==> config.mk <==
export PLATFORM = sky130hd
export DESIGN_NAME = tqvp_scanned_hex_display_flat
export DESIGN_NICKNAME = d
export VERILOG_FILES = /design/src/rtl/tqvp_scanned_hex_display_if.sv /design/src/rtl/tqvp_scanned_hex_display.sv /design/src/flat_wrapper.sv
export SDC_FILE = /design/constraint.sdc
export NUM_CORES = 1
export LEC_CHECK = 0
export ABC_AREA = 1
export ABC_CLOCK_PERIOD_IN_PS = 3000
export CAP_MARGIN = 20
export CORE_ASPECT_RATIO = 1.2
export CORE_MARGIN = 8
export CORE_UTILIZATION = 48
export CTS_CLUSTER_SIZE = 40
export DETAILED_ROUTE_END_ITERATION = 7
export PLACE_DENSITY = 0.67
export SYNTH_ARGS = -nofsm -noshare
export SYNTH_HDL_FRONTEND = slang
export SYNTH_SLANG_ARGS = --single-unit
==> constraint.sdc <==
create_clock -name clk -period 3 [get_ports clk]
set_input_delay 0.6 -clock clk [delete_from_list [all_inputs] [get_ports clk]]
set_output_delay 0.6 -clock clk [all_outputs]
set_load 0.01 [all_outputs]
==> src/rtl/tqvp_scanned_hex_display_if.sv <==
// Peripheral register bus shared by the tqvp_* blocks.
// Handshake: a write is a single-cycle data_write strobe with address and
// data_in valid in the same cycle; the slave always accepts it (no ready).
// data_out is a combinational function of address and is valid whenever
// address is stable.
interface tqvp_scanned_hex_display_if;
    logic [3:0] address;
    logic       data_write;
    logic [7:0] data_in;
    logic [7:0] data_out;

    modport master (output address, output data_write, output data_in, input data_out);
    modport slave  (input address, input data_write, input data_in, output data_out);
endinterface

==> src/rtl/tqvp_scanned_hex_display.sv <==
// Scanned hex 7-segment display driver: double-buffered digit RAM, per-digit
// PWM brightness, ripple-blank of leading zeros, decimal points and a frame
// sync pin. The STATUS register exposes the scan state (pending, digit, phase).
module tqvp_scanned_hex_display #(
    parameter int NUM_DIGITS = 4,
    parameter int PRE_SHIFT  = 4
) (
    input  logic       clk,
    input  logic       rst_n,
    input  logic [7:0] ui_in,
    output logic [7:0] uo_out,
    tqvp_scanned_hex_display_if.slave bus
);
    localparam int         PW       = PRE_SHIFT + 9;
    localparam logic [2:0] LAST_IDX = 3'(NUM_DIGITS - 1);
    localparam logic [7:0] DIG_MASK = 8'((1 << NUM_DIGITS) - 1);

    // Unused entries above NUM_DIGITS stay at their reset value of zero.
    logic [3:0]    shadow_q [8];
    logic [3:0]    active_q [8];
    logic [7:0]    dp_q, ctrl_q, prescale_q;
    logic [3:0]    bright_q;
    logic          pending_q;
    logic [PW-1:0] pre_cnt_q;
    logic [3:0]    phase_q;
    logic [2:0]    idx_q;

    logic          en, lt, bi, pol, rbz, sync;
    logic [PW-1:0] pre_limit;
    logic          tick, frame_end, do_swap;
    logic          wr;
    logic [3:0]    waddr;
    logic [7:0]    wdata;
    logic [7:0]    uo_next;

    assign en   = ctrl_q[7];
    assign lt   = ctrl_q[6];
    assign bi   = ctrl_q[5];
    assign pol  = ctrl_q[4];
    assign rbz  = ctrl_q[3];
    assign sync = ctrl_q[2];

    assign wr    = bus.data_write;
    assign waddr = bus.address;
    assign wdata = bus.data_in;

    assign pre_limit = ((PW'(prescale_q) + PW'(1)) << PRE_SHIFT) - PW'(1);
    assign tick      = en && (pre_cnt_q >= pre_limit);
    assign frame_end = tick && (phase_q == 4'hF) && (idx_q == LAST_IDX);
    // With scanning stopped there is no frame boundary to wait for.
    assign do_swap   = pending_q && (frame_end || !en);

    function automatic logic [6:0] hex7(input logic [3:0] d);
        case (d)
            4'h0: hex7 = 7'h3F; 4'h1: hex7 = 7'h06; 4'h2: hex7 = 7'h5B; 4'h3: hex7 = 7'h4F;
            4'h4: hex7 = 7'h66; 4'h5: hex7 = 7'h6D; 4'h6: hex7 = 7'h7D; 4'h7: hex7 = 7'h07;
            4'h8: hex7 = 7'h7F; 4'h9: hex7 = 7'h6F; 4'hA: hex7 = 7'h77; 4'hB: hex7 = 7'h7C;
            4'hC: hex7 = 7'h39; 4'hD: hex7 = 7'h5E; 4'hE: hex7 = 7'h79; default: hex7 = 7'h71;
        endcase
    endfunction

    // Bus-visible registers and the shadow->active buffer swap.
    always_ff @(posedge clk or negedge rst_n) begin
        if (!rst_n) begin
            for (int k = 0; k < 8; k++) begin
                shadow_q[k] <= 4'h0;
                active_q[k] <= 4'h0;
            end
            dp_q       <= 8'h00;
            ctrl_q     <= 8'h70;
            prescale_q <= 8'h3F;
            bright_q   <= 4'hF;
            pending_q  <= 1'b0;
        end else begin
            for (int k = 0; k < NUM_DIGITS; k++) begin
                if (wr && waddr == 4'(k / 2))
                    shadow_q[k] <= (k % 2 == 1) ? wdata[7:4] : wdata[3:0];
            end
            if (wr && waddr == 4'h4) dp_q       <= wdata & DIG_MASK;
            if (wr && waddr == 4'h5) ctrl_q     <= wdata;
            if (wr && waddr == 4'h6) prescale_q <= wdata;
            if (wr && waddr == 4'h7) bright_q   <= wdata[3:0];
            // Swap copies the pre-write shadow; a same-cycle write lands in shadow only.
            if (do_swap) begin
                for (int k = 0; k < NUM_DIGITS; k++) active_q[k] <= shadow_q[k];
                pending_q <= 1'b0;
            end else if (wr && waddr == 4'h9 && wdata[0]) begin
                pending_q <= 1'b1;
            end
        end
    end

    // Prescaler, PWM phase and digit scan counters; all held at zero while disabled.
    always_ff @(posedge clk or negedge rst_n) begin
        if (!rst_n) begin
            pre_cnt_q <= '0;
            phase_q   <= 4'h0;
            idx_q     <= 3'd0;
        end else if (!en) begin
            pre_cnt_q <= '0;
            phase_q   <= 4'h0;
            idx_q     <= 3'd0;
        end else if (tick) begin
            pre_cnt_q <= '0;
            phase_q   <= phase_q + 4'h1;
            if (phase_q == 4'hF)
                idx_q <= (idx_q == LAST_IDX) ? 3'd0 : idx_q + 3'd1;
        end else begin
            pre_cnt_q <= pre_cnt_q + PW'(1);
        end
    end

    // Segment pipeline: decode, PWM gate, leading-zero blank, then LT/BI/POL.
    always_comb begin
        logic [6:0] seg;
        logic [7:0] body;
        logic       lit;
        logic       blank;
        seg   = 7'h00;
        body  = 8'h00;
        lit   = (phase_q <= bright_q);
        blank = 1'b0;
        if (rbz && idx_q != 3'd0) begin
            blank = 1'b1;
            for (int k = 0; k < NUM_DIGITS; k++)
                if (3'(k) >= idx_q && active_q[k] != 4'h0) blank = 1'b0;
        end
        seg = hex7(active_q[idx_q]) & {7{lit}};
        if (blank) seg = 7'h00;
        body = ({dp_q[idx_q] & lit, seg} | {8{~lt}}) & {8{bi}};
        // Frame sync ignores PWM, LT and BI; polarity still applies below.
        if (sync) body[7] = (idx_q == 3'd0);
        if (!en) uo_next = {8{~pol}};
        else     uo_next = body ^ {8{~pol}};
    end

    // Registered pin drive; reset forces all pins low without a clock.
    always_ff @(posedge clk or negedge rst_n) begin
        if (!rst_n) uo_out <= 8'h00;
        else        uo_out <= uo_next;
    end

    // Combinational register read-back.
    always_comb begin
        case (bus.address)
            4'h0:    bus.data_out = {shadow_q[1], shadow_q[0]};
            4'h1:    bus.data_out = {shadow_q[3], shadow_q[2]};
            4'h2:    bus.data_out = {shadow_q[5], shadow_q[4]};
            4'h3:    bus.data_out = {shadow_q[7], shadow_q[6]};
            4'h4:    bus.data_out = dp_q;
            4'h5:    bus.data_out = ctrl_q;
            4'h6:    bus.data_out = prescale_q;
            4'h7:    bus.data_out = {4'h0, bright_q};
            4'h8:    bus.data_out = {pending_q, idx_q, phase_q};
            4'h9:    bus.data_out = 8'h00;
            4'hA:    bus.data_out = ui_in;
            default: bus.data_out = 8'hFF;
        endcase
    end
endmodule

==> src/flat_wrapper.sv <==
// flat-port wrapper written by rule: the top's interface ports become plain ports
module tqvp_scanned_hex_display_flat 
#(
    parameter int NUM_DIGITS = 4,
    parameter int PRE_SHIFT  = 4
)
  (clk, rst_n, ui_in, uo_out, bus_address, bus_data_write, bus_data_in, bus_data_out);
  tqvp_scanned_hex_display_if bus_i ();
  input  logic clk;
  input  logic rst_n;
  input  logic [7:0] ui_in;
  output logic [7:0] uo_out;
  input wire logic [$bits(bus_i.address)-1:0] bus_address;
  input wire logic [$bits(bus_i.data_write)-1:0] bus_data_write;
  input wire logic [$bits(bus_i.data_in)-1:0] bus_data_in;
  output wire logic [$bits(bus_i.data_out)-1:0] bus_data_out;
  assign bus_i.address = bus_address;
  assign bus_i.data_write = bus_data_write;
  assign bus_i.data_in = bus_data_in;
  assign bus_data_out = bus_i.data_out;
  tqvp_scanned_hex_display #(.NUM_DIGITS(NUM_DIGITS), .PRE_SHIFT(PRE_SHIFT)) u_core (.clk(clk), .rst_n(rst_n), .ui_in(ui_in), .uo_out(uo_out), .bus(bus_i));
endmodule
# Word-level counts from Yosys, hierarchy flattened
# Memories as Yosys holds them, arrays and structs flattened.
# Cells that the tools add are included.
# classes
addsub	5
n_lt_le_gt_ge	8
eq_ne	14
mux	24
bitwise_logic	8
reduce_logical	28
# ops
cell	n
one-hot mux 8 bit (11 select lines)	1
2-to-1 mux 13 bit	2
logical AND 1 bit	17
== test 4 x 3 -> 1 bit (second input constant)	4
== test 4 bit (second input constant)	4
2-to-1 mux 4 bit	4
nonzero test 4 bit	4
adder 13 x 1 -> 13 bit (second input constant)	1
greater-or-equal comparator 13 bit	1
subtractor 13 x 1 -> 13 bit (second input constant)	1
binary-select mux 4 bit (select 3 bit)	1
2-to-1 mux 3 bit	4
adder 8 x 1 -> 9 bit (second input constant)	1
2-to-1 mux 1 bit	9
AND 8 bit	1
== test 4 x 2 -> 1 bit (second input constant)	2
2-to-1 mux 8 bit	1
OR 8 bit	1
XOR 8 bit	1
AND 7 bit	1
2-to-1 mux 7 bit	1
greater-or-equal comparator 1 x 3 -> 1 bit (first input constant)	2
greater-or-equal comparator 2 x 3 -> 1 bit (first input constant)	2
adder 4 x 1 -> 4 bit (second input constant)	1
18 further kinds	20
# word_totals
reg_bits	85
rom_bits	112
output_inout_bits	16
wordCells	105
memories	1
# mem_list
memory	words	width	read_ports	rd_ports_with_merged_regs	write_ports	line_no	source
(no name shown)	16	7	1	0	0	tqvp_scanned_hex_display.sv:54	case (d)

# Logic depth before layout (Yosys ltp)
# Gate-level depths: netlist of the first run.
# logic_depth
ltp_word	13
ltp_mapped	19
depth_no_buf	17

# Worst setup path before layout of the first run
# No wires, ideal clock.
# synth_timing
kind	reg2reg
startpoint	register u_core.prescale_q[0]
endpoint	register u_core.active_q[18] in the netlist's numbering
setup_ps	118
arrival_ps	2850
required_time_ps	2882
setup_slack_ps	32
stages_incl_launch_ff	18
cell_sequence	dfstp_2 ha_1 nand3_1 nand3b_1 xor2_1 nor3_1 xnor2_1 ha_1 a21oi_1 o21ai_1 a21oi_2 nand4_4 nand2_4 buf_6 clkinv_8 buf_8 nand2_2 o21ai_2
# synth_between
elab_chain_cells	8
# synth_lines
element	line_no	source
start, declared	tqvp_scanned_hex_display.sv:21	logic [7:0] dp_q, ctrl_q, prescale_q;
start signal, assigned	tqvp_scanned_hex_display.sv:81	if (wr && waddr == 4'h6) prescale_q <= wdata;
adder 8 x 1 -> 9 bit	tqvp_scanned_hex_display.sv:47	assign pre_limit = ((PW'(prescale_q) + PW'(1)) << PRE_SHIFT) - PW'(1);
subtractor 13 x 1 -> 13 bit	tqvp_scanned_hex_display.sv:47	
greater-or-equal comparator 13 bit	tqvp_scanned_hex_display.sv:48	assign tick = en && (pre_cnt_q >= pre_limit);
logical AND 1 bit	tqvp_scanned_hex_display.sv:48	
logical AND 1 bit (2 in a row)	tqvp_scanned_hex_display.sv:49	assign frame_end = tick && (phase_q == 4'hF) && (idx_q == LAST_IDX);
logical OR 1 bit	tqvp_scanned_hex_display.sv:51	assign do_swap = pending_q && (frame_end || !en);
logical AND 1 bit	tqvp_scanned_hex_display.sv:51	
end signal, assigned by index	tqvp_scanned_hex_display.sv:67	active_q[k] <= 4'h0;
end, declared	tqvp_scanned_hex_display.sv:20	logic [3:0] active_q [8];
# Every way passes these cells.
# A chain may end at the register's enable or synchronous reset.

# Worst setup path in the final report of the first run
# layout_timing
startpoint	register u_core.prescale_q[0]
endpoint	register u_core.active_q[21] in the netlist's numbering
# The elaborated chain is that of the path after synthesis.

==> results of run 1 <==
[worst paths after layout]
check | from | end
worst max-delay path | u_core.prescale_q[0] | u_core.active_q[21]
worst min register to register | u_core.pre_cnt_q[0] | u_core.pre_cnt_q[0]
min in group clk | u_core.pre_cnt_q[0] | u_core.pre_cnt_q[0]
worst min-delay path | rst_n | u_core.uo_out[3]
worst max register to register | u_core.prescale_q[0] | u_core.active_q[21]
max in group asynchronous | rst_n | u_core.ctrl_q[4]
[power by group through the flow]
| stage | clock (mW) | sequential [mW] | combinational [mW] |
|---|---|---|---|
| after floorplan | 0 | 1.64 | 1.41 |
| after global placement | 0 | 1.69 | 1.95 |
| after detailed placement | 0 | 1.70 | 2.00 |
| after CTS | 1.25 | 1.68 | 2.05 |
| after global routing | 1.30 | 1.73 | 2.37 |
| final | 1.23 | 1.70 | 2.10 |
[cell families (layout without fill, tap and decap cells)]
kind of cell               count (synthesis)  count (layout)  synth area share (%)
xor gates and xnor gates                  20              20                  3.43
adders and majority gates                 25              25                  6.12
DFF                                       85              85                  41.9
and+or+nand+nor                          321             321                  27.2
AOI/OAI and AO/OA                        114             114                  12.4
buffers and inverters                    107             173                  8.86
[sequential cells by signal, summed over array words and instances (netlist names)]
signal and cells:
u_core.prescale_q 8, u_core.phase_q 4, u_core.uo_out 8, u_core.dp_q 4, u_core.shadow_q 16, u_core.active_q 16
u_core.idx_q 3, u_core.bright_q 4, u_core.ctrl_q 8, u_core.pending_q 1, u_core.pre_cnt_q 13
[area by class of cell]
cell class	instances	area share [%]
clock inverters	5	1.31
repair inverters	1	0.139
clock buffers	11	4.01
repair buffers	64	9.48
flip-flops and latches	85	34.0
inverters	92	5.68
well taps	129	2.56
multi-input cells	480	42.8
[synth_stat cells (10+ instances only)]
master / count
xor2_1: 14
dfrtp_1: 72
o22ai_1: 10
o21ai_1: 10
ha_1: 25
a21oi_1: 13
nand2_1: 188
dfstp_2: 13
o21ai_0: 65
nand3_1: 48
nand4_1: 12
nor2_1: 51
inv_1: 84
[cells in the final DEF (no fill, tap or decap), types with 2 or more instances in the layout]
cell and instances:
nor3_1 2, nand3b_1 3, dfrtp_1 72, bufinv_16 2, nand2_2 15, nor2_4 3, buf_6 5, nand3_1 44
dlygate4sd2_1 8, ha_1 24, inv_1 84, a221oi_1 5, a21oi_2 4, o2111ai_1 2, o21ai_0 57, o21ai_1 13
clkbuf_16 9, inv_2 6, clkbuf_8 2, nor2_1 47, nand3_2 6, o22ai_1 10, a21oi_1 10, nor2_2 5
buf_4 21, or2_2 2, nand2_1 175, nand2_4 3, clkdlybuf4s50_1 28, clkinv_4 3, nand4_1 12, a211oi_1 3
xnor2_1 6, xor2_1 12, o21ai_2 7, dfstp_2 13
[stage by stage]
| stage | utilization, % | area (sq um) | setup slack (ps) | setup TNS [ps] | std cells |
|---|---|---|---|---|---|
| 2_1_floorplan | - | 5110 | 31.8 | 0 | 672 |
| 3_3_place_gp | 54.8 | 5730 | -145 | -839 | 846 |
| 3_5_place_dp | 54.8 | 5730 | -181 | -2710 | 846 |
| 4_1_cts | 59.2 | 6190 | -21.2 | -38.1 | 867 |
| 5_1_grt | 60.2 | 6300 | -238 | -6500 | 867 |
| 6_report | 60.2 | 6300 | -69.4 | -745 | 867 |
[layer usage]
metal / track usage [%] / vias up / wire length, um
li1: - / 2304 / -
met2: 34.1 / 102 / 7060
met4: 8.09 / 0 / 297
met1: 26.0 / 2226 / 5940
met5: 0 / - / 0
met3: 3.78 / 25 / 617
[worst max-delay path, cell delays in order (launching register included)]
cell and delay (ps):
dfstp_2 590, ha_4 170, nand3_4 100, nand3b_1 230
xor2_2 190, nor3_2 190, xnor2_1 140, ha_1 290
a21oi_2 180, o21ai_2 90, a21oi_2 190, nand4_4 190
nand2_8 180, clkinv_8 90, nand2_2 80, o21ai_1 60
[what timing repair did]
item | CTS | global route
cloned | 1 | 0
buffers inserted | 4 | 0
pin swaps | 8 | 9
gates resized for setup | 31 | 33
setup endpoints to repair | 32 | 43
==> flow_summary.yaml, run 1 <==
timing:
  clock.fmax_ghz: 0.326
  rsz0062_at_grt: "true"
  fin_crit_ps: 3070
  slew_headroom_pct: 64.4
  finalClockSkew_ps: 6.96
  worstMarginPinSlew_ps: 534
  hold_ws_ps: 235
  finalHoldViolCount: 0
  setup_viol: 22
  worst_slack_ps: -69.4
  period_share_pct: 102
  final-max-slew-violation-count: 0
power:
  clock_power_share_pct: 24.5
  power.switching_mw: 1.99
  p_total_mw: 5.03
  netSwitchingFraction_pct: 39.4
  pwr-share-comb_pct: 41.7
  seqPwrFrac_pct: 33.8
  p_leak_nw: 2.99
  power_density_nw_per_um2: 799
  internal-power_mw: 3.05
  vdd_drop_max_v: 0.000412
floorplan:
  pin_count: 39
  die_area_sq_um: 14200
  core_sq_um: 10500
  die_h_um: 129
  num_rows: 41
  initial_utilization_pct: 48.8
  die_w_um: 110
synth:
  synth_area_sq_um: 5110
  yosys_warnings: 32
  avgSynthCellArea_sq_um: 7.61
  synthFlopType: "dfrtp_1"
  synth_cell_types: 38
  synth_edf_count: 0
  ys_ff_latch: 85
  synth_top_cell_by_area: "dfrtp_1"
  synth.top_cell.area_share_pct: 35.3
  ys_top_cells_by_area: "dfrtp_1 (35%), nand2_1 (14%), dfstp_2 (6.7%)"
  syn_inst: 672
  syn_nets: 720
  synthArstFlopShare_pct: 100
  ys_seq_area_share_pct: 41.9
clocking:
  cts_tree: "done"
  hold_buffers: 0
  cts-root-buf: "clkbuf_16"
  htree_levels: 3
  clk_latency_ps: 350
  cts_sinks: 85
  path_clk_slew_ps: 60
  cts-buffers-inserted: 9
  cts_max_path_buffers: 2
drt:
  drt_drc_violations_left: 0
  vias: 4657
  wl_per_cell_um: 16.1
  dr.first_iter.drc_count: 307
  vias_per_cell: 5.37
  drtPass1Iterations: 5
  postRouteAntennaNets: 0
  wl_um: 13900
finish:
  drive_gt1_share_pct: 15.9
  nets: 781
  diodes: 0
  multi_input_area_sq_um: 2690
  regArea_sq_um: 2140
  fill_cells: 988
  areaGrowthSynthToFinish_pct: 23.2
worst_setup_path:
  critPathLaunchType: "flip-flop"
  path_max_fanout: 7
  worst_setup_path_end_kind: "flip-flop"
  critPathRequiredTime_ps: 3230
  critPathArrivalTime_ps: 3300
  critPathKind: "reg -> reg"
  reg2regPathDepth: 15
  regToRegSetupSlack_ps: -70
global_routing:
  antenna_found_initial: 0
  grt_use_total_pct: 20.6
  grt.overflow.total: 0
  grt_max_degree: 41
  first_global_vias: 4514
  grt_first_pass_wirelength_um: 22800
outcome:
  violations: "negative setup slack"
  outcome: "finished, violations left"
placed_design:
  port_buffers: 38
  place_hpwl_um: 10600
  place_congestion: 0.963
run:
  maxCapViolCount: 0
hold_path:
  hp-class: "in -> async"
No activity file was read; power rests on OpenSTA's default activity.
==> run 2: changes to the inputs <==
Settings changed: ABC_CLOCK_PERIOD_IN_PS 3000 to 2840, PLACE_DENSITY 0.67 to 0.65.
Clock period 3 ns to 2.84 ns, I/O delays scaled along.
==> run 2 against run 1 <==
Effect of this change:
- the flow still finishes with violations (negative setup slack)
- worst hold slack got worse by 8.9 ps
- cell area rose by 4.0%
- die area did not move
- final cell count rose by 2.7%
- sequential share of layout area fell by 1.3 points
- clock skew fell by 2.2 ps
- sequential power rose by 6%
==> flow_summary.yaml, run 2 (same netlist as run 1, synthesis figures left out) <==
worst_setup_path:
  critPathSlowestCell: "dfstp_2"
  reg2regPathDepth: 18
  r2r_start: "u_core.prescale_q[1]"
  worst_setup_path_end_kind: "flip-flop"
  regToRegSetupSlack_ps: -190
  path_buf_inv: 4
  path_max_fanout: 9
  cp_num_cells: 18
  critPathLaunchType: "flip-flop"
  cpPeakStageDelay_ps: 580
  crit_path_start: "u_core.prescale_q[1]"
  crit_family: "simple AND/OR/NAND/NOR gates"
  critPathKind: "reg -> reg"
  crit_top_cell: "nand2_1"
  critPathRequiredTime_ps: 3060
  critPathArrivalTime_ps: 3250
  worst_r2r_endpoint: "u_core.phase_q[3]"
  cp_cell_sequence: "ha_4 > buf_6 > xor2_2 > inv_1 > nand2_1 > nor2_2 > nand3_2 > nor3_2 > xnor2_1 > ha_1 > a21oi_2 > o21ai_2 > a21oi_4 > nand4_4 > buf_4 > buf_12 > nand2_1 > o21ai_0"
global_routing:
  grt_first_pass_wirelength_um: 22800
  grt_use_total_pct: 20.9
  first_global_vias: 4470
  antenna_found_initial: 0
  grt.overflow.total: 0
  grt_max_degree: 86
finish:
  fill_cells: 954
  nets: 804
  fin_cells: 890
  largestRegisters: "u_core.active_q x16, u_core.shadow_q x16, u_core.pre_cnt_q x13"
  mostFrequentLayoutCell: "nand2_1"
  final_util_pct: 62.6
  final_area_sq_um: 6550
  regArea_sq_um: 2140
  final_cell_mix: "nand2_1 (172), inv_1 (82), dfrtp_1 (72), o21ai_0 (51), nor2_1 (47)"
  areaGrowthSynthToFinish_pct: 28.1
  drive_gt1_share_pct: 21.0
  multi_input_area_sq_um: 2780
  diodes: 0
drt:
  vias_per_cell: 5.24
  wl_um: 14100
  vias: 4666
  postRouteAntennaNets: 0
  drtPass1Iterations: 4
  drt_drc_violations_left: 0
  dr.first_iter.drc_count: 245
  wl_per_cell_um: 15.9
timing:
  final-max-slew-violation-count: 0
  period_share_pct: 107
  finalHoldViolCount: 0
  slew_headroom_pct: 62.3
  worstMarginPinSlew_ps: 564
  setup_viol: 37
  finalClockSkew_ps: 4.72
  clock.fmax_ghz: 0.330
  worst_slack_ps: -194
  rsz0062_at_grt: "true"
  fin_crit_ps: 3030
run:
  maxCapViolCount: 0
clocking:
  htree_levels: 3
  cts_sinks: 85
  cts-root-buf: "clkbuf_16"
  hold_buffers: 0
  cts-buffers-inserted: 9
  path_clk_slew_ps: 60
  cts_tree: "done"
  cts_max_path_buffers: 2
  clk_latency_ps: 340
floorplan:
  core_sq_um: 10500
  die_h_um: 129
  die_area_sq_um: 14200
  initial_utilization_pct: 48.8
  pin_count: 39
  num_rows: 41
  die_w_um: 110
hold_path:
  hp-class: "in -> async"
power:
  power_density_nw_per_um2: 809
  p_leak_nw: 3.14
  pwr-share-comb_pct: 44.4
  power.switching_mw: 2.18
  clock_power_share_pct: 21.6
  netSwitchingFraction_pct: 41.1
  seqPwrFrac_pct: 34.1
  internal-power_mw: 3.12
  vdd_drop_max_v: 0.000324
placed_design:
  place_hpwl_um: 10700
  place_congestion: 0.906
  place_area_sq_um: 5890
  dp_cells: 860
  port_buffers: 38
outcome:
  violations: "negative setup slack"
  outcome: "finished, violations left"
run 2: changes by cell type in the layout (fill, tap and decap cells not counted), sizes merged:
cell,change
inv,+5
dlygate4sd2,-8
bufinv,-2
buf,+22
clkinvlp,+2
clkinv,-3
clkbuf,+7
run 2: stage by stage:
stage	setup slack, ps	power [mW]	hold slack, ps	setup TNS, ps
after floorplan	-99.3	3.23	272	-751
after global placement	-205	3.88	444	-3540
after detailed placement	-226	3.93	450	-6300
after CTS	-181	5.18	268	-3260
after global routing	-340	5.71	279	-10440
final	-194	5.29	226	-5000
run 2: what timing repair did:
action / CTS / global route
setup buffers: 7 / 6
pin swaps: 11 / 12
setup endpoints to repair: 45 / 45
cloned: 1 / 1
resized for setup: 51 / 53
run 2: how the worst max path moves through the flow:
stage | to | slack (ps)
after detailed placement | bus_data_out[1] | -230
after global routing | u_core.phase_q[3] | -340
after floorplan | u_core.active_q[18] | -100
final | u_core.phase_q[3] | -190
after global placement | bus_data_out[1] | -210
after CTS | u_core.active_q[16] | -180
run 2: routing by layer:
| layer | GRT usage (%) | vias to the layer above | wire length [um] |
|---|---|---|---|
| met2 | 34.7 | 118 | 7130 |
| met5 | 0 | - | 0 |
| met4 | 6.13 | 0 | 211 |
| li1 | - | 2348 | - |
| met1 | 26.3 | 2184 | 6080 |
| met3 | 4.72 | 16 | 692 |
run 2: power groups by stage:
stage                     registers, mW  logic [mW]  clock network, mW
after CTS                          1.79        2.22               1.17
after global placement             1.79        2.09                  0
after detailed placement           1.80        2.13                  0
final                              1.80        2.35               1.14
after global routing               1.84        2.66               1.22
after floorplan                    1.73        1.50                  0
run 2: final cells by class:
type	count	share of cell area, %
Multi-Input combinational cell	480	42.4
Timing Repair Buffer	87	12.3
Tap cell	129	2.47
Sequential cell	85	32.7
Timing Repair inverter	1	0.248
Inverter	92	5.47
Clock inverter	7	0.937
Clock buffer	9	3.44
==> run 3: changes to the inputs <==
Settings changed: ABC_CLOCK_PERIOD_IN_PS 2840 to 3800.
Clock period 2.84 ns to 3.8 ns, I/O delays scaled along.
==> run 3 against run 2 <==
Effect of this change:
- the flow now finishes without violations
- global-route usage is 0.52 points lower
- first-iteration DRC count is 15% higher
- via count is 3.1% lower
- largest power group unchanged
==> flow_summary.yaml, run 3 (same netlist as run 1, synthesis figures left out) <==
global_routing:
  grt_max_degree: 86
  grt_use_total_pct: 20.3
  grt.overflow.total: 0
  grt-busiest-layer: "met2"
  antenna_found_initial: 0
  grt_first_pass_wirelength_um: 22400
  met1_usage_pct: 25.8
  grt_util_met2_pct: 33.4
  first_global_vias: 4497
  use_met3_pct: 4.57
placed_design:
  place_hpwl_um: 10300
  place_congestion: 0.919
  port_buffers: 38
  pre_cts_ws_ps: 308
power:
  p_total_mw: 3.83
  vdd_drop_max_v: 0.000256
  power_density_nw_per_um2: 648
  p_leak_nw: 2.81
clocking:
  hold_buffers: 0
  post_cts_resized: 0
  cts_sinks: 85
  htree_levels: 3
  cts-root-buf: "clkbuf_16"
  post-cts-setup-buffers: 0
  clk_latency_ps: 350
  cts_max_path_buffers: 2
  cts_tree: "done"
  path_clk_slew_ps: 60
  cts-buffers-inserted: 9
drt:
  postRouteAntennaNets: 0
  vias: 4522
  drtPass1Iterations: 7
  dr.first_iter.drc_count: 282
  vias_per_cell: 5.36
  wl_um: 13600
  wl_per_cell_um: 16.1
  drt_drc_violations_left: 0
worst_setup_path:
  worst_r2r_endpoint: "u_core.active_q[17]"
  worst_setup_path_end_kind: "primary output"
  critPathKind: "in -> out"
  path_max_fanout: 6
  critPathLaunchType: "input port"
  regToRegSetupSlack_ps: 610
  r2r_start: "u_core.prescale_q[1]"
  reg2regPathDepth: 16
  critPathArrivalTime_ps: 2760
  critPathRequiredTime_ps: 3040
timing:
  final-max-slew-violation-count: 0
  finalHoldViolCount: 0
  clock.fmax_ghz: 0.284
  setup_viol: 0
  worst_slack_ps: 282
  finalClockSkew_ps: 4.59
  tns_ps: 0
  period_share_pct: 92.6
  rsz0062_at_grt: "false"
  slew_headroom_pct: 56.2
  fin_crit_ps: 3520
  worstMarginPinSlew_ps: 656
run:
  maxCapViolCount: 0
finish:
  areaGrowthSynthToFinish_pct: 15.8
  drive_gt1_share_pct: 8.26
  mostFrequentLayoutCell: "nand2_1"
  largestRegisters: "u_core.active_q x16, u_core.shadow_q x16, u_core.pre_cnt_q x13"
  diodes: 0
  final_cell_mix: "nand2_1 (188), inv_1 (84), dfrtp_1 (72), o21ai_0 (65), nor2_1 (51)"
  nets: 757
floorplan:
  pin_count: 39
  die_h_um: 129
  die_w_um: 110
  die_area_sq_um: 14200
  core_sq_um: 10500
  num_rows: 41
  initial_utilization_pct: 48.8
hold_path:
  hp-class: "in -> async"
outcome:
  outcome: "complete, no violations"
==> run 3: cell count changes in the layout (fill, tap and decap cells not counted), sizes merged <==
cell and change:
buf -45, bufinv +2, clkbuf -9, clkdlybuf4s50 +9, clkinv +1, clkinvlp -2, dlymetal6s2s -1, inv -2
==> run 3: metal layers <==
metal  vias to the layer above  wire (um)
li1                       2252          -
met1                      2144       6040
met5                         -          0
met3                        16        665
met4                         0        215
met2                       110       6650
==> run 3: how the worst max path moves through the flow <==
stage / startpoint / endpoint / cells after the start
floorplan: u_core.prescale_q[0] / u_core.active_q[18] / 17
global placement: bus_address[1] / bus_data_out[5] / 9
detailed placement: bus_address[1] / bus_data_out[1] / 9
CTS: bus_address[1] / bus_data_out[5] / 9
global route: bus_address[1] / bus_data_out[1] / 9
finish: bus_address[1] / bus_data_out[5] / 9
==> run 3: cell type report <==
class / instances / area [sq um]
flip-flops and latches: 85 / 2140
repair buffers: 41 / 420
multi-input cells: 480 / 2510
fillers: 1003 / 4550
clock inverters: 7 / 96.3
well taps: 129 / 161
inverters: 92 / 358
clock buffers: 9 / 225
==> run 3: power by group <==
part           internal [mW]  total (mW)  switching (mW)
clock network          0.580       0.962           0.382
registers               1.14        1.35           0.211
logic                  0.577        1.52           0.941
total                   2.30        3.83            1.53
==> run 3: stage by stage <==
| stage | cells | utilization (%) | cell area (sq um) | hold slack, ps |
|---|---|---|---|---|
| 2_1_floorplan | 672 | - | 5110 | 433 |
| 3_3_place_gp | 826 | 53.2 | 5570 | 452 |
| 3_5_place_dp | 826 | 53.2 | 5570 | 465 |
| 4_1_cts | 842 | 56.3 | 5890 | 475 |
| 5_1_grt | 843 | 56.6 | 5920 | 301 |
| 6_report | 843 | 56.6 | 5920 | 284 |
==> run 3: critical path: stages <==
cell and delay [ps]:
clkdlybuf4s50_1 520, inv_1 70, nand2_1 80, inv_1 60, nand2_1 160, inv_1 110, a221oi_1 270, nand4_1 200
clkdlybuf4s50_1 530
==> RTL edit 1, RTL diff (flow settings as in run 3) <==
`PRE_SHIFT` is set to 4 in 2 places; all go to 2.
--- a/src/rtl/tqvp_scanned_hex_display.sv
+++ b/src/rtl/tqvp_scanned_hex_display.sv
@@ -3,7 +3,7 @@
 // sync pin. The STATUS register exposes the scan state (pending, digit, phase).
 module tqvp_scanned_hex_display #(
     parameter int NUM_DIGITS = 4,
-    parameter int PRE_SHIFT  = 4
+    parameter int PRE_SHIFT  = 2
 ) (
     input  logic       clk,
     input  logic       rst_n,
--- a/src/flat_wrapper.sv
+++ b/src/flat_wrapper.sv
@@ -2,7 +2,7 @@
 module tqvp_scanned_hex_display_flat 
 #(
     parameter int NUM_DIGITS = 4,
-    parameter int PRE_SHIFT  = 4
+    parameter int PRE_SHIFT  = 2
 )
   (clk, rst_n, ui_in, uo_out, bus_address, bus_data_write, bus_data_in, bus_data_out);
   tqvp_scanned_hex_display_if bus_i ();
Check against the original RTL: not equivalent (a bounded check fails within 10 cycles, from zero or initial values and one cycle with rst_n low).
==> RTL edit 1 against run 3 <==
Power decreased by 13%; synthesized area decreased by 3.1%; sequential cell count decreased by 2; first-iteration DRC count increased by 15%; worst setup slack got worse by 0.071 ns; utilization increased by 1.2 points; cell area decreased by 2.3%; routed wire length decreased by 2.5%; critical path type unchanged; largest cell class unchanged; largest power group is now sequential cells.
==> RTL edit 1: results (changes against run 3) <==
** Global routing
- Global-route wire length before repair :: 21,700 µm (-3.0%)
- Vias in the first global route :: 4,193 (-6.8%)
- The overall track demand over capacity in global routing was 0.201 (-0.00267).
- The pin count of the biggest net entering global routing came to 57 (-34%).

** Routing
- Number of vias after detailed routing :: 4,413 (-2.4%)
- The via count normalized by instance count was 5.38 (+0.20%).
- The number of detailed-route iterations in the first pass was 6 (-1).
- Routed wire length :: 13,200 µm (-2.5%)
- The number of design-rule violations left by the first detailed-router iteration was 324 (+15%).

** Worst setup path
- The critical path arrival is 2.83 ns (+0.07 ns).
- The largest single stage delay on the critical path is between 0.5 and 0.6 ns.
- The maximum fanout along the worst path came to 10 (+4).
- The slowest stage of the critical path belongs to the cell sky130_fd_sc_hd__clkdlybuf4s50_1.

** Logic synthesis
- In the synthesized netlist, the cells that appear most often are sky130_fd_sc_hd__nand2_1, sky130_fd_sc_hd__inv_1, sky130_fd_sc_hd__dfrtp_1.
- Proportion of synthesized chip area in sequential cells :: 0.423 (+0.00324)
- The number of warnings printed during yosys synthesis was 32 (unchanged).
- The synthesized netlist cell count is 649 (-3.4%).
- The number of distinct library cell variants in the gate-level netlist after synthesis is 40 (+5.3%).
- By area the synthesized netlist is led by sky130_fd_sc_hd__dfrtp_1, sky130_fd_sc_hd__nand2_1, sky130_fd_sc_hd__dfstp_2, sky130_fd_sc_hd__inv_1, sky130_fd_sc_hd__ha_1.
- The net count after synthesis came to 697 (-3.2%).

** Layout
- The largest registers in the layout are u_core.active_q x16, u_core.shadow_q x16, u_core.pre_cnt_q x11.
- Post-layout nets :: 738 (-2.5%)
- Share of cells above drive strength 1 :: 0.0777 (-0.00494)
- Diode count :: 0 (unchanged)

** Pwr
- Pleak :: 2.77 nW (-1.6%)
- Peak supply drop :: 247 µV (-3.6%)

** Status
- Outcome :: completed

** Placed design
- HPWL reported at the end of detailed placement :: 10,300 µm (-0.78%)
- Standard cell area after detailed placement :: 5460 µm² (-2.0%)
- The cell count after placement came to 805 (-2.5%).
- The weighted congestion at the end of routability-driven global placement was 0.908 (-1.3%).

** STA
- Transition time of the tightest slew-check pin :: 0.728 ns (+0.0715 ns)
- Clock Skews :: 0.00962 ns (+0.00502 ns)

** Clock tree
- Master cell of the clock root buffer :: sky130_fd_sc_hd__clkbuf_16
[RTL edit 1: kinds of logic (layout without fill, tap and decap cells)]
kind of cell / count (synthesis) / count (layout) / synth area share
compound gates: 117 / 117 / 0.134
simple gates: 305 / 305 / 0.270
flops: 83 / 83 / 0.423
buf+inv: 103 / 149 / 0.0813
xor+xnor: 15 / 15 / 0.0265
mux: 1 / 1 / 0.00227
fa+ha+maj: 25 / 25 / 0.0631
[RTL edit 1: layout make-up]
type	instances	area (µm²)
timing repair buffer	43	415
clock buffer	11	233
tap	126	158
multi-input combinational	463	2460
clock inverter	5	78.8
sequential	83	2090
inverter	90	338
fill	953	4230
[RTL edit 1: routing by layer]
layer,up-vias,part of all wire,global-route usage
li1,2212,-,-
met1,2058,0.45,0.266
met2,126,0.48,0.326
met3,17,0.051,0.0392
met4,0,0.013,0.0517
met5,-,0,0
[RTL edit 1: timing repair]
item / CTS / global route
setup buffers: 0 / 0
endpoints found under the setup margin: 0 / 14
resized for setup: 0 / 1
hold buffers: 0 / 0
[RTL edit 1: path summary, 6_finish.rpt]
kind | start | endpoint | slack, ns | cells after the start
hold / removal | rst_n | u_core.uo_out[6] | 0.48 | 1
min in group clk | u_core.bright_q[1] | u_core.bright_q[1] | 0.49 | 2
setup reg to reg | u_core.prescale_q[0] | u_core.pre_cnt_q[9] | 0.51 | 16
setup / recovery | bus_address[0] | bus_data_out[4] | 0.21 | 9
hold reg to reg | u_core.bright_q[1] | u_core.bright_q[1] | 0.49 | 2
max in group asynchronous | rst_n | u_core.shadow_q[19] | 2.58 | 2
[RTL edit 1: where the power goes]
group | internal, mW | leakage (nW) | switching (mW)
Sequential | 1.13 | 1.02 | 0.172
Clock | 0.575 | 0.153 | 0.340
Combinational | 0.438 | 1.60 | 0.685
[RTL edit 1: stage by stage]
| step | setup slack, ns | util |
|---|---|---|
| floorplan | 1.01 | - |
| finish | 0.211 | 0.578 |
| global placement | 0.251 | 0.546 |
| detailed placement | 0.220 | 0.546 |
| global route | 0.0502 | 0.578 |
| CTS | 0.216 | 0.577 |
==> RTL edit 2, RTL diff (config.mk and constraints of run 3) <==
Without the edit above. The output `uo_out` loses its register stage (`uo_out` becomes a continuous assignment).
--- a/src/rtl/tqvp_scanned_hex_display.sv
+++ b/src/rtl/tqvp_scanned_hex_display.sv
@@ -135,10 +135,7 @@
     end
 
     // Registered pin drive; reset forces all pins low without a clock.
-    always_ff @(posedge clk or negedge rst_n) begin
-        if (!rst_n) uo_out <= 8'h00;
-        else        uo_out <= uo_next;
-    end
+    assign uo_out = uo_next;
 
     // Combinational register read-back.
     always_comb begin
Formal check against the unedited RTL: not equivalent (a bounded check fails within 4 cycles, from zero or initial values and one cycle with rst_n low).
==> RTL edit 2 against run 3 <==
Power down 12%; worst hold slack better by 0.18 ns; via count up 2.1%; cell area down 1.3%; combinational power down 22%; final cell count up 1.8%; first-iteration DRC count up 23%; synthesized area down 2.3%; routed wire length down 0.60%; sequential cell count down 8; worst setup slack worse by 0.10 ns; register-to-register slack worse by 0.12 ns; synthesized cell count up 1.9%; largest power group is now sequential cells.
==> RTL edit 2: results (changes against run 3) <==
** Global routing
- Tot GR Track Use :: 0.200 (-0.00301)
- Global-route wire length before repair :: 21,700 µm (-3.3%)
- Pin count of the biggest net entering global routing :: 78 (-9.3%)
- Vias in the first global route :: 4,372 (-2.8%)

** Status
- The flow ran to the end, and the final reports show no timing, DRC or antenna violations.

** Placed design
- The weighted congestion at the end of routability-driven global placement came to 0.979 (+6.4%).
- HPWL reported at the end of detailed placement :: 10,500 µm (+1.0%)
- The cell count after placement came to 842 (+1.9%).

** STA
- The worst-margin pin slew is 0.973 ns (+0.317 ns).
- Clock Skews :: 0.00448 ns (-0.000113 ns)
- The part of the cycle the worst path needs came to 0.952 (+0.0265).

** Logic synthesis
- Synth unique cells :: 37 (-2.6%)
- Total nets after synthesis :: 733 (+1.8%)
- The sequential-to-total area share from yosys stat is 0.389 (-0.0301).

** Pwr
- The switching power as a share of total power is 0.370 (-0.0300).
- Pleak :: 2.88 nW (+2.3%)
- The power consumption is 3.39 mW (-12%).

** Routing
- The number of detailed-route iterations in the first pass is 5 (-2).
- The total via count after detailed routing was 4,615 (+2.1%).

** Layout
- Post-layout nets :: 772 (+2.0%)
- The total non-filler cell area in the finished layout came to 5840 µm² (-1.3%).
- Filler cell count :: 976 (-2.7%)

** Worst setup path
- The critical path starts at u_core.idx_q[1].
- Endpoint of the worst setup timing path :: uo_out[3]
- The maximum fanout along the worst path was 7 (+1).
- Register-to-register path setup slack :: 0.49 ns (-0.12 ns)
- In this run the critical register-to-register path is captured at u_core.pending_q.

** Hold path
- Class of the tightest hold or removal check :: reg -> reg

** Floorplanning
- Die X-Extent :: 109 µm (-1.0%)
## RTL edit 2: cell types whose count changed after synthesis, sizes merged, moves of 3 or more
cell and delta:
xor2 -4, a221oi +4, dfrtp -8, o21ai -18, nand2 +27, inv +3, a211oi -3, nor2 -6
nand4 +12
## RTL edit 2: cell type report
class	count	area share
clock buffers	9	0.0386
repair buffers	44	0.0724
multi-input cells	496	0.447
flip-flops and latches	77	0.333
inverters	96	0.0621
clock inverters	7	0.0195
well taps	129	0.0276
## RTL edit 2: worst min path at each step
stage                        start                   to  slack [ns]  cells past startpoint
2_1_floorplan  u_core.pre_cnt_q[0]  u_core.pre_cnt_q[0]        0.43                      1
3_3_place_gp   u_core.pre_cnt_q[0]  u_core.pre_cnt_q[0]        0.45                      1
3_5_place_dp   u_core.pre_cnt_q[0]  u_core.pre_cnt_q[0]        0.46                      1
4_1_cts        u_core.pre_cnt_q[0]  u_core.pre_cnt_q[0]        0.47                      1
5_1_grt        u_core.pre_cnt_q[0]  u_core.pre_cnt_q[0]        0.50                      1
6_report       u_core.pre_cnt_q[0]  u_core.pre_cnt_q[0]        0.47                      1
## RTL edit 2: cells by family after synthesis
logic type | after synthesis | synth area share
AOI/OAI and AO/OA | 96 | 0.108
xor gates and xnor gates | 17 | 0.0298
adders and majority gates | 25 | 0.0627
buffers and inverters | 112 | 0.0897
DFF | 77 | 0.389
and+or+nand+nor | 358 | 0.321
## RTL edit 2: per-layer routing
layer	vias up	part of all wire	track usage	wire, µm
met5	-	0	0	0
met4	0	0.036	0.0985	479
met3	37	0.047	0.0362	640
met2	127	0.48	0.318	6460
met1	2149	0.44	0.255	5910
li1	2302	-	-	-
## RTL edit 2: repair_timing
item                                    CTS  global route
endpoints found under the setup margin    1             3
gates resized for setup                   3             3
hold endpoints to repair                  0             0
